$ cat src/rtl/buffer_id_pkg.sv
// buffer_id_pkg: instance descriptor type shared by the frame scheduler and its descriptor table.
// Field widths follow the default memory depths.
package buffer_id_pkg;

    localparam int DEF_MAX_VERT    = 8192;
    localparam int DEF_MAX_TRI     = 8192;
    localparam int DEF_MAX_TRI_CNT = 256;
    localparam int DESC_VA_W       = $clog2(DEF_MAX_VERT);
    localparam int DESC_TA_W       = $clog2(DEF_MAX_TRI);
    localparam int DESC_TC_W       = $clog2(DEF_MAX_TRI_CNT);

    typedef struct packed {
        logic [DESC_VA_W-1:0] vert_base;
        logic [DESC_TA_W-1:0] tri_base;
        logic [DESC_TC_W-1:0] tri_count;
    } inst_desc_t;

    function automatic inst_desc_t make_desc(
        input logic [DESC_VA_W-1:0] v,
        input logic [DESC_TA_W-1:0] t,
        input logic [DESC_TC_W-1:0] c
    );
        make_desc = '{vert_base: v, tri_base: t, tri_count: c};
    endfunction

endpackage

$ cat src/rtl/frame_scheduler_inst_desc_table.sv
// inst_desc_table: shadow/active descriptor tables with a write port, a commit strobe
// and a zero-latency read port of the active table.
module inst_desc_table
    import buffer_id_pkg::*;
#(
    parameter int INST_NR = 2,
    parameter int VA_W    = 13,
    parameter int TA_W    = 13,
    parameter int TC_W    = 8
) (
    input  logic            clk,
    input  logic            rst,
    input  logic            wr_en,
    input  logic [7:0]      wr_id,
    input  logic [VA_W-1:0] wr_vert_base,
    input  logic [TA_W-1:0] wr_tri_base,
    input  logic [TC_W-1:0] wr_tri_count,
    input  logic            commit,
    input  logic [7:0]      rd_id,
    output logic [VA_W-1:0] rd_vert_base,
    output logic [TA_W-1:0] rd_tri_base,
    output logic [TC_W-1:0] rd_tri_count
);

    localparam int         IW = INST_NR > 1 ? $clog2(INST_NR) : 1;
    localparam logic [8:0] NR = 9'(INST_NR);

    inst_desc_t shadow [INST_NR];
    inst_desc_t active [INST_NR];
    inst_desc_t rd_desc;
    logic       rd_hit;

    // Commit samples the pre-edge shadow, so a same-cycle write lands in the next frame.
    always_ff @(posedge clk) begin
        if (rst) begin
            shadow <= '{default: '0};
            active <= '{default: '0};
        end else begin
            if (commit)
                active <= shadow;
            if (wr_en && {1'b0, wr_id} < NR)
                shadow[wr_id[IW-1:0]] <= make_desc(DESC_VA_W'(wr_vert_base),
                                                   DESC_TA_W'(wr_tri_base),
                                                   DESC_TC_W'(wr_tri_count));
        end
    end

    always_comb begin
        rd_hit       = {1'b0, rd_id} < NR;
        rd_desc      = rd_hit ? active[rd_id[IW-1:0]] : '0;
        rd_vert_base = VA_W'(rd_desc.vert_base);
        rd_tri_base  = TA_W'(rd_desc.tri_base);
        rd_tri_count = TC_W'(rd_desc.tri_count);
    end

endmodule

$ cat src/rtl/frame_scheduler.sv
// frame_scheduler: per-frame commit/run/drain/swap sequencer with overrun and frame counters.
module frame_scheduler
    import buffer_id_pkg::*;
#(
    parameter  int INST_NR     = 2,
    parameter  int MAX_VERT    = 8192,
    parameter  int MAX_TRI     = 8192,
    parameter  int MAX_TRI_CNT = 256,
    localparam int VA_W        = $clog2(MAX_VERT),
    localparam int TA_W        = $clog2(MAX_TRI),
    localparam int TC_W        = $clog2(MAX_TRI_CNT)
) (
    input  logic            clk,
    input  logic            rst,
    input  logic            desc_wr_en,
    input  logic [7:0]      desc_wr_id,
    input  logic [VA_W-1:0] desc_wr_vert_base,
    input  logic [TA_W-1:0] desc_wr_tri_base,
    input  logic [TC_W-1:0] desc_wr_tri_count,
    input  logic [7:0]      rd_inst_id,
    output logic [VA_W-1:0] curr_vert_base,
    output logic [TA_W-1:0] curr_tri_base,
    output logic [TC_W-1:0] curr_tri_count,
    input  logic            frame_start,
    output logic            draw_ready,
    input  logic            draw_done,
    input  logic            pipe_idle,
    output logic            swap_req,
    input  logic            swap_ack,
    output logic            busy,
    output logic [15:0]     frame_cnt,
    output logic [7:0]      overrun_cnt
);

    typedef enum logic [2:0] {IDLE, COMMIT, RUN, DRAIN, SWAP} state_t;

    state_t state;

    inst_desc_table #(
        .INST_NR(INST_NR),
        .VA_W   (VA_W),
        .TA_W   (TA_W),
        .TC_W   (TC_W)
    ) u_table (
        .clk         (clk),
        .rst         (rst),
        .wr_en       (desc_wr_en),
        .wr_id       (desc_wr_id),
        .wr_vert_base(desc_wr_vert_base),
        .wr_tri_base (desc_wr_tri_base),
        .wr_tri_count(desc_wr_tri_count),
        .commit      (state == COMMIT),
        .rd_id       (rd_inst_id),
        .rd_vert_base(curr_vert_base),
        .rd_tri_base (curr_tri_base),
        .rd_tri_count(curr_tri_count)
    );

    always_ff @(posedge clk) begin
        if (rst) begin
            state       <= IDLE;
            swap_req    <= 1'b0;
            frame_cnt   <= '0;
            overrun_cnt <= '0;
        end else begin
            // A tick outside IDLE is dropped and only counted.
            if (frame_start && state != IDLE && overrun_cnt != 8'hFF)
                overrun_cnt <= overrun_cnt + 8'd1;
            case (state)
                IDLE:    if (frame_start) state <= COMMIT;
                COMMIT:  state <= RUN;
                RUN:     if (draw_done) state <= DRAIN;
                DRAIN:   if (pipe_idle) begin
                    state    <= SWAP;
                    swap_req <= 1'b1;
                end
                SWAP:    if (swap_ack) begin
                    state     <= IDLE;
                    swap_req  <= 1'b0;
                    frame_cnt <= frame_cnt + 16'd1;
                end
                default: state <= IDLE;
            endcase
        end
    end

    assign busy       = state != IDLE && !rst;
    assign draw_ready = state == RUN && !draw_done && !rst;

endmodule

$ cat config.mk
export PLATFORM = sky130hd
export DESIGN_NAME = frame_scheduler
export DESIGN_NICKNAME = d
export VERILOG_FILES = /design/src/rtl/buffer_id_pkg.sv /design/src/rtl/frame_scheduler_inst_desc_table.sv /design/src/rtl/frame_scheduler.sv
export SDC_FILE = /design/constraint.sdc
export NUM_CORES = 1
export LEC_CHECK = 0
export CAP_MARGIN = 20
export CORE_MARGIN = 2
export CORE_UTILIZATION = 40
export CTS_CLUSTER_DIAMETER = 200
export DETAILED_ROUTE_END_ITERATION = 7
export DONT_BUFFER_PORTS = 1
export PLACE_DENSITY = 0.62
export SLEW_MARGIN = 30
export SYNTH_ARGS = -nofsm -noshare
export SYNTH_HDL_FRONTEND = slang
export SYNTH_SLANG_ARGS = --single-unit
export TNS_END_PERCENT = 20
$ cat constraint.sdc
create_clock -name clk -period 1.73 [get_ports clk]
set_clock_uncertainty 0.1 [all_clocks]
set_input_delay 0.0865 -clock clk [delete_from_list [all_inputs] [get_ports clk]]
set_output_delay 0.0865 -clock clk [all_outputs]
set_load 0.005 [all_outputs]
# ---- Yosys cells after proc, flatten, opt, wreduce, memory -nomap -nowiden
# Cells that the tools add are included.
dict set report classes {
  add_sub_neg 2
  magnitude_cmp 5
  eq_ne 9
  muxes 15
  bitwise_logic 2
  n_reduce_logical 15
}
# cell count
set ops {}
lappend ops {{$mux W34} 5}
lappend ops {{$bwmux W68} 1}
lappend ops {{$demux W34 S1} 1}
lappend ops {{$add A16 B1 Y16 const B} 1}
lappend ops {{$lt A8 B2 Y1 const B} 2}
lappend ops {{$pmux W3 S5} 1}
lappend ops {{$mux W3} 4}
lappend ops {{$add A8 B1 Y8 const B} 1}
lappend ops {{$ne A2 B2 Y1 const B} 4}
lappend ops {{$ne A8 B8 Y1 const B} 1}
lappend ops {{$logic_and A1 B1 Y1} 7}
lappend ops {{$eq A3 B2 Y1 const B} 2}
lappend ops {{$ge A2 B2 Y1 const B} 2}
lappend ops {{$not A1 Y2} 2}
lappend ops {{$reduce_and A4 Y1} 1}
lappend ops {{$eq A3 B1 Y1 const B} 1}
lappend ops {{$eq A3 B3 Y1 const B} 1}
lappend ops {{$logic_not A3 Y1} 1}
lappend ops {{$reduce_and A3 Y1} 1}
lappend ops {{$reduce_bool A3 Y1} 1}
lappend ops {{$logic_not A1 Y1} 2}
lappend ops {{$lt A2 B1 Y1 const B} 1}
lappend ops {{$mux W1} 2}
lappend ops {{$pmux W1 S2} 1}
lappend ops {{2 further kinds} 2}
dict set report word_totals {
  reg_bits 164
  inputBits 57
  out_inout_bits 61
  elab_cells 64
}

# ---- Logic depth before layout (Yosys ltp)
dict set report logic_depth {
  word_depth 6
  mapped_depth 8
}

# ---- Hierarchy
# From an unflattened synthesis, not the netlist that was laid out.
dict set report unflattened {
  cells_unflattened 716
  hier_area_um2 7150.6
}
# mod instances cells_per_inst area_per_inst_um2 seq_area_each_um2
set modules_own_cells {}
lappend modules_own_cells {inst_desc_table 1 561 5799.3 2722.6}
lappend modules_own_cells {frame_scheduler 1 155 1351.3 560.5}

# ---- Worst setup path after synthesis
# Ideal clock, no wire load.
dict set report synth_path {
  kind {register to register}
  from {register frame_cnt[4]}
  to {register frame_cnt[15]}
  setup_time_ps 123
  arrival_ps 1652
  slack_ps -145
  path_stages_with_launch 6
  path_cell_list {dfxtp_1 -> nand4_2 -> or3_1 -> buf_2 -> nor4_1 -> mux2_1}
}
dict set report synth_via {
  elab_chain_cells 1
}
# item line_no
set synth_lines {}
lappend synth_lines {{start: declaration} frame_scheduler.sv:31} ;# output logic [15:0] frame_cnt,
lappend synth_lines {{start signal: assignment} frame_scheduler.sv:80} ;# frame_cnt <= frame_cnt + 16'd1;
lappend synth_lines {{$add A16 B1 Y16} frame_scheduler.sv:80}
# No other way between the ends.
# A chain may end at the register's enable or synchronous reset.

# ---- Final worst setup path
dict set report layout_path {
  from {register frame_cnt[6]}
  to {register frame_cnt[14]}
}
# Same word-level chain as after synthesis.

==> impl_summary.txt <==
----------------------------------------------------
[Clock tree]
  Clk Latency, worst-skew pair ... 420 ps
  Clock-pin slew of the registers on the worst-case setup and hold paths ... 60 ps
  Total clock sinks ... 164
  Number of CTS-inserted buffers ... 17
  Total setup buffers inserted after CTS ... 0
  # hold bufs at CTS ... 3
  Total number of H-tree levels ... 4
  Clock tree from TritonCTS ... done
  Buffer type at the clock tree root ... sky130_fd_sc_hd__clkbuf_16
  Max Root-Sink Buffers ... 2

[Timing]
  F_max ... 582 MHz
  Unrepaired setup endpoints after global routing ... true
  Min Tclk post-route ... 1720 ps
  Max-slew violation total from the final report ... 0
  Worst path setup slack after routing ... 10.7 ps
  Worst Tran Pin Value ... 442 ps
  Final hold vios ... 162
  Post-route worst hold slack ... -374 ps
  Final critical-path share of the clock period ... 99.4%
  Number of endpoints failing setup at the final stage ... 0
  Worst relative slew slack ... 70.5%
  Setup_tns ... 0 ps

[Critical path]
  Start point of the critical path ... frame_cnt[6]
  Setup slack on the worst flop-to-flop path ... 10 ps
  Req. time, crit path ... 1990 ps
  Nature of the critical path endpoint ... register
  Reg2Reg Depth ... 4
  Crit Reg-Reg Endpoint ... frame_cnt[14]
  Peak fanout along the critical path ... 6
  Signal arrival time at the worst endpoint ... 1980 ps
  Critical path class ... reg2reg
  Crit path launch type ... register
  Reg-to-reg critical path startpoint ... frame_cnt[6]
  Worst setup path endpoint ... frame_cnt[14]

[Route]
  Avg WL per Cell ... 14.9 um
  Top layer in use ... met4
  Number of search-and-repair iterations in the first detailed-routing pass ... 4
  Via count ... 5083
  Initial detailed-routing violation count ... 256
  DR DRC count ... 0
  Post-DR vias/cell ... 5.09
  Length of routed met3 wiring ... 900 um
  Final antenna-violating net count ... 0
  Wire length on met2 ... 7340 um
  Total Routed Length ... 14900 um
  Routed length on met1 ... 6480 um

[Placement]
  Final weighted congestion in routability-driven placement ... 0.763
  Pre-CTS setup slack ... -102 ps
  Port-buffer cells ... 0
  Placement-stage cell area ... 7020 um2
  Estimated wirelength of the detail-placed design ... 9400 um

[Global route]
  Initial antenna violation count ... 0
  Largest net degree at the start of global routing ... 168
  Vias in the first global route ... 4928
  Total routing usage reported by global routing ... 17.4%
  Grt total ovfl ... 0
  Global-route wire length before repair ... 24700 um

[Power and ir drop]
  Ratio of total power to cell area ... 999 nW/um2
  Worst vdd ir ... 0.000659 V
  Static leakage ... 2.90 nW
  Total power draw ... 7.67 mW

[Logic synthesis]
  Mapped Nets ... 815
  Seq cells post-synth ... 164
  Sequential area share after synthesis ... 49.8%
  Cell Area, Synth ... 6590 um2
  Count of cell types in the netlist ... 40
  Mean Syn Cell Area ... 8.72 um2
  Total of warnings raised by yosys ... 0
  Synth Instances ... 756

[Die]
  CORE AREA ... 16000 um2
  Number of ports placed on the die boundary ... 118
  Die Span X ... 132 um
  Site row count ... 46
  Die area ... 17500 um2
  Initial Utilization ... 41.2%
  Vertical die dimension ... 132 um

[Worst hold path]
  Hold Crit Class ... in2reg

[Run status]
  Failing checks ... hold timing
  Run status ... complete, but fails checks

[Layout]
  Count of fill cells added during filler insertion ... 1570
  Final standard cell area without fillers ... 7680 um2
  Number of nets in the layout ... 828
  Layout cell share with drive strength beyond 1 ... 13.4%
  Area Overhead vs Synth ... 16.5%
  Antenna Diode Count ... 0

[Run]
  Max-cap violations ... 0

----------------------------------------------------
==> cells in the mapped netlist (all sizes together) <==
cell type,instances,area [um2]
nand3,9,45.0
and3,1,7.51
or3,8,50.1
o21bai,1,7.51
nand2,149,564
a21oi,80,400
mux2i,104,1040
nor2,120,450
or4b,1,10.0
a31oi,1,6.26
clkbuf,36,135
o22a,1,8.76
nand4,4,31.3
or4,7,52.6
xnor2,4,35.0
o21a,1,7.51
nor4b,1,8.76
xor2,6,52.6
dfxtp,164,3280
nor4,3,18.8
and4bb,1,12.5
inv,5,18.8
nor3,9,45.0
o21ai,6,30.0
buf,19,123
nor2b,1,6.26
or2,1,6.26
ha,2,25.0
nand4bb,1,27.5
and4,1,10.0
mux2,1,11.3
o31ai,7,52.6
and2,1,6.26
==> kinds of logic after synthesis <==
group	share of synthesized area (%)
simple gates	20.5
flops	49.8
mux	16.0
compound gates	7.78
buf+inv	4.20
xor+xnor	1.33
fa+ha+maj	0.380
==> cells in the final DEF (no fill, tap or decap), types with 2 or more instances in the layout <==
master                          instances
sky130_fd_sc_hd__dfxtp_1              157
sky130_fd_sc_hd__nand2_1              146
sky130_fd_sc_hd__nor2_1               120
sky130_fd_sc_hd__mux2i_1              104
sky130_fd_sc_hd__a21oi_1               78
sky130_fd_sc_hd__buf_4                 41
sky130_fd_sc_hd__clkbuf_16             18
sky130_fd_sc_hd__nand3_1                9
sky130_fd_sc_hd__nor3_1                 7
sky130_fd_sc_hd__or4_1                  6
sky130_fd_sc_hd__o31ai_1                6
sky130_fd_sc_hd__xor2_1                 6
sky130_fd_sc_hd__dfxtp_2                6
sky130_fd_sc_hd__or3_1                  5
sky130_fd_sc_hd__inv_1                  4
sky130_fd_sc_hd__o21ai_1                4
sky130_fd_sc_hd__xnor2_1                4
sky130_fd_sc_hd__clkbuf_8               4
sky130_fd_sc_hd__buf_12                 4
sky130_fd_sc_hd__nand2_2                3
sky130_fd_sc_hd__nand4_1                3
sky130_fd_sc_hd__clkinv_4               3
sky130_fd_sc_hd__clkinv_2               3
sky130_fd_sc_hd__dlygate4sd3_1          3
sky130_fd_sc_hd__nor4_1                 2
sky130_fd_sc_hd__nor3_2                 2
sky130_fd_sc_hd__or3_2                  2
sky130_fd_sc_hd__a21oi_2                2
sky130_fd_sc_hd__o21ai_0                2
sky130_fd_sc_hd__ha_1                   2
sky130_fd_sc_hd__inv_6                  2
==> worst min path at each step <==
stage | to | depth (start not counted) | startpoint | slack (ps)
2_1_floorplan | draw_ready | 1 | draw_done | 110
3_3_place_gp | frame_cnt[14] | 1 | rst | 70
3_5_place_dp | frame_cnt[4] | 1 | rst | 70
4_1_cts | frame_cnt[13] | 1 | rst | -390
5_1_grt | frame_cnt[4] | 1 | rst | -390
6_report | frame_cnt[12] | 1 | rst | -370
==> through the flow <==
step                utilization, %  std cells
floorplan                        -        756
global placement              43.9        963
detailed placement            43.9        963
CTS                           47.9        998
global route                  48.0        998
finish                        48.0        998
==> worst max-delay path, stage by stage (launching register included) <==
cell and delay (ps):
sky130_fd_sc_hd__dfxtp_2 340, sky130_fd_sc_hd__nand4_2 120, sky130_fd_sc_hd__or3_4 430, sky130_fd_sc_hd__or4_1 520, sky130_fd_sc_hd__a21oi_2 150
==> what timing repair did <==
item	4_1_cts	5_1_grt
pin swaps	5	2
cloned	0	0
resized for setup	7	7
setup endpoints to repair	4	25
endpoints found under the hold margin	164	162
==> power breakdown <==
part | switching [mW] | leakage, nW | internal (mW)
logic | 0.164 | 1.29 | 0.111
clock network | 1.51 | 0.285 | 2.08
registers | 0.0125 | 1.32 | 3.79
total | 1.69 | 2.90 | 5.98
==> routing by layer <==
| metal | vias up | track usage (%) |
|---|---|---|
| met5 | - | 0 |
| met4 | 0 | 6.09 |
| met3 | 15 | 5.77 |
| met2 | 103 | 29.2 |
| met1 | 2419 | 20.9 |
| li1 | 2546 | - |
==> cell type report <==
type                       count  area [um2]  area share [%]
sequential                   164        3290            42.9
clock inverter                 9        66.3           0.863
multi-input combinational    532        3090            40.3
tap                          216         270            3.52
timing repair buffer          49         429            5.59
inverter                       5        18.8           0.244
clock buffer                  23         509            6.63
==> registers in the layout, indices dropped and copies added (netlist names) <==
name            cells
u_table.shadow     68
swap_req            1
u_table.active     68
overrun_cnt         8
frame_cnt          16
state               3
(Power assumes the default switching activity.)
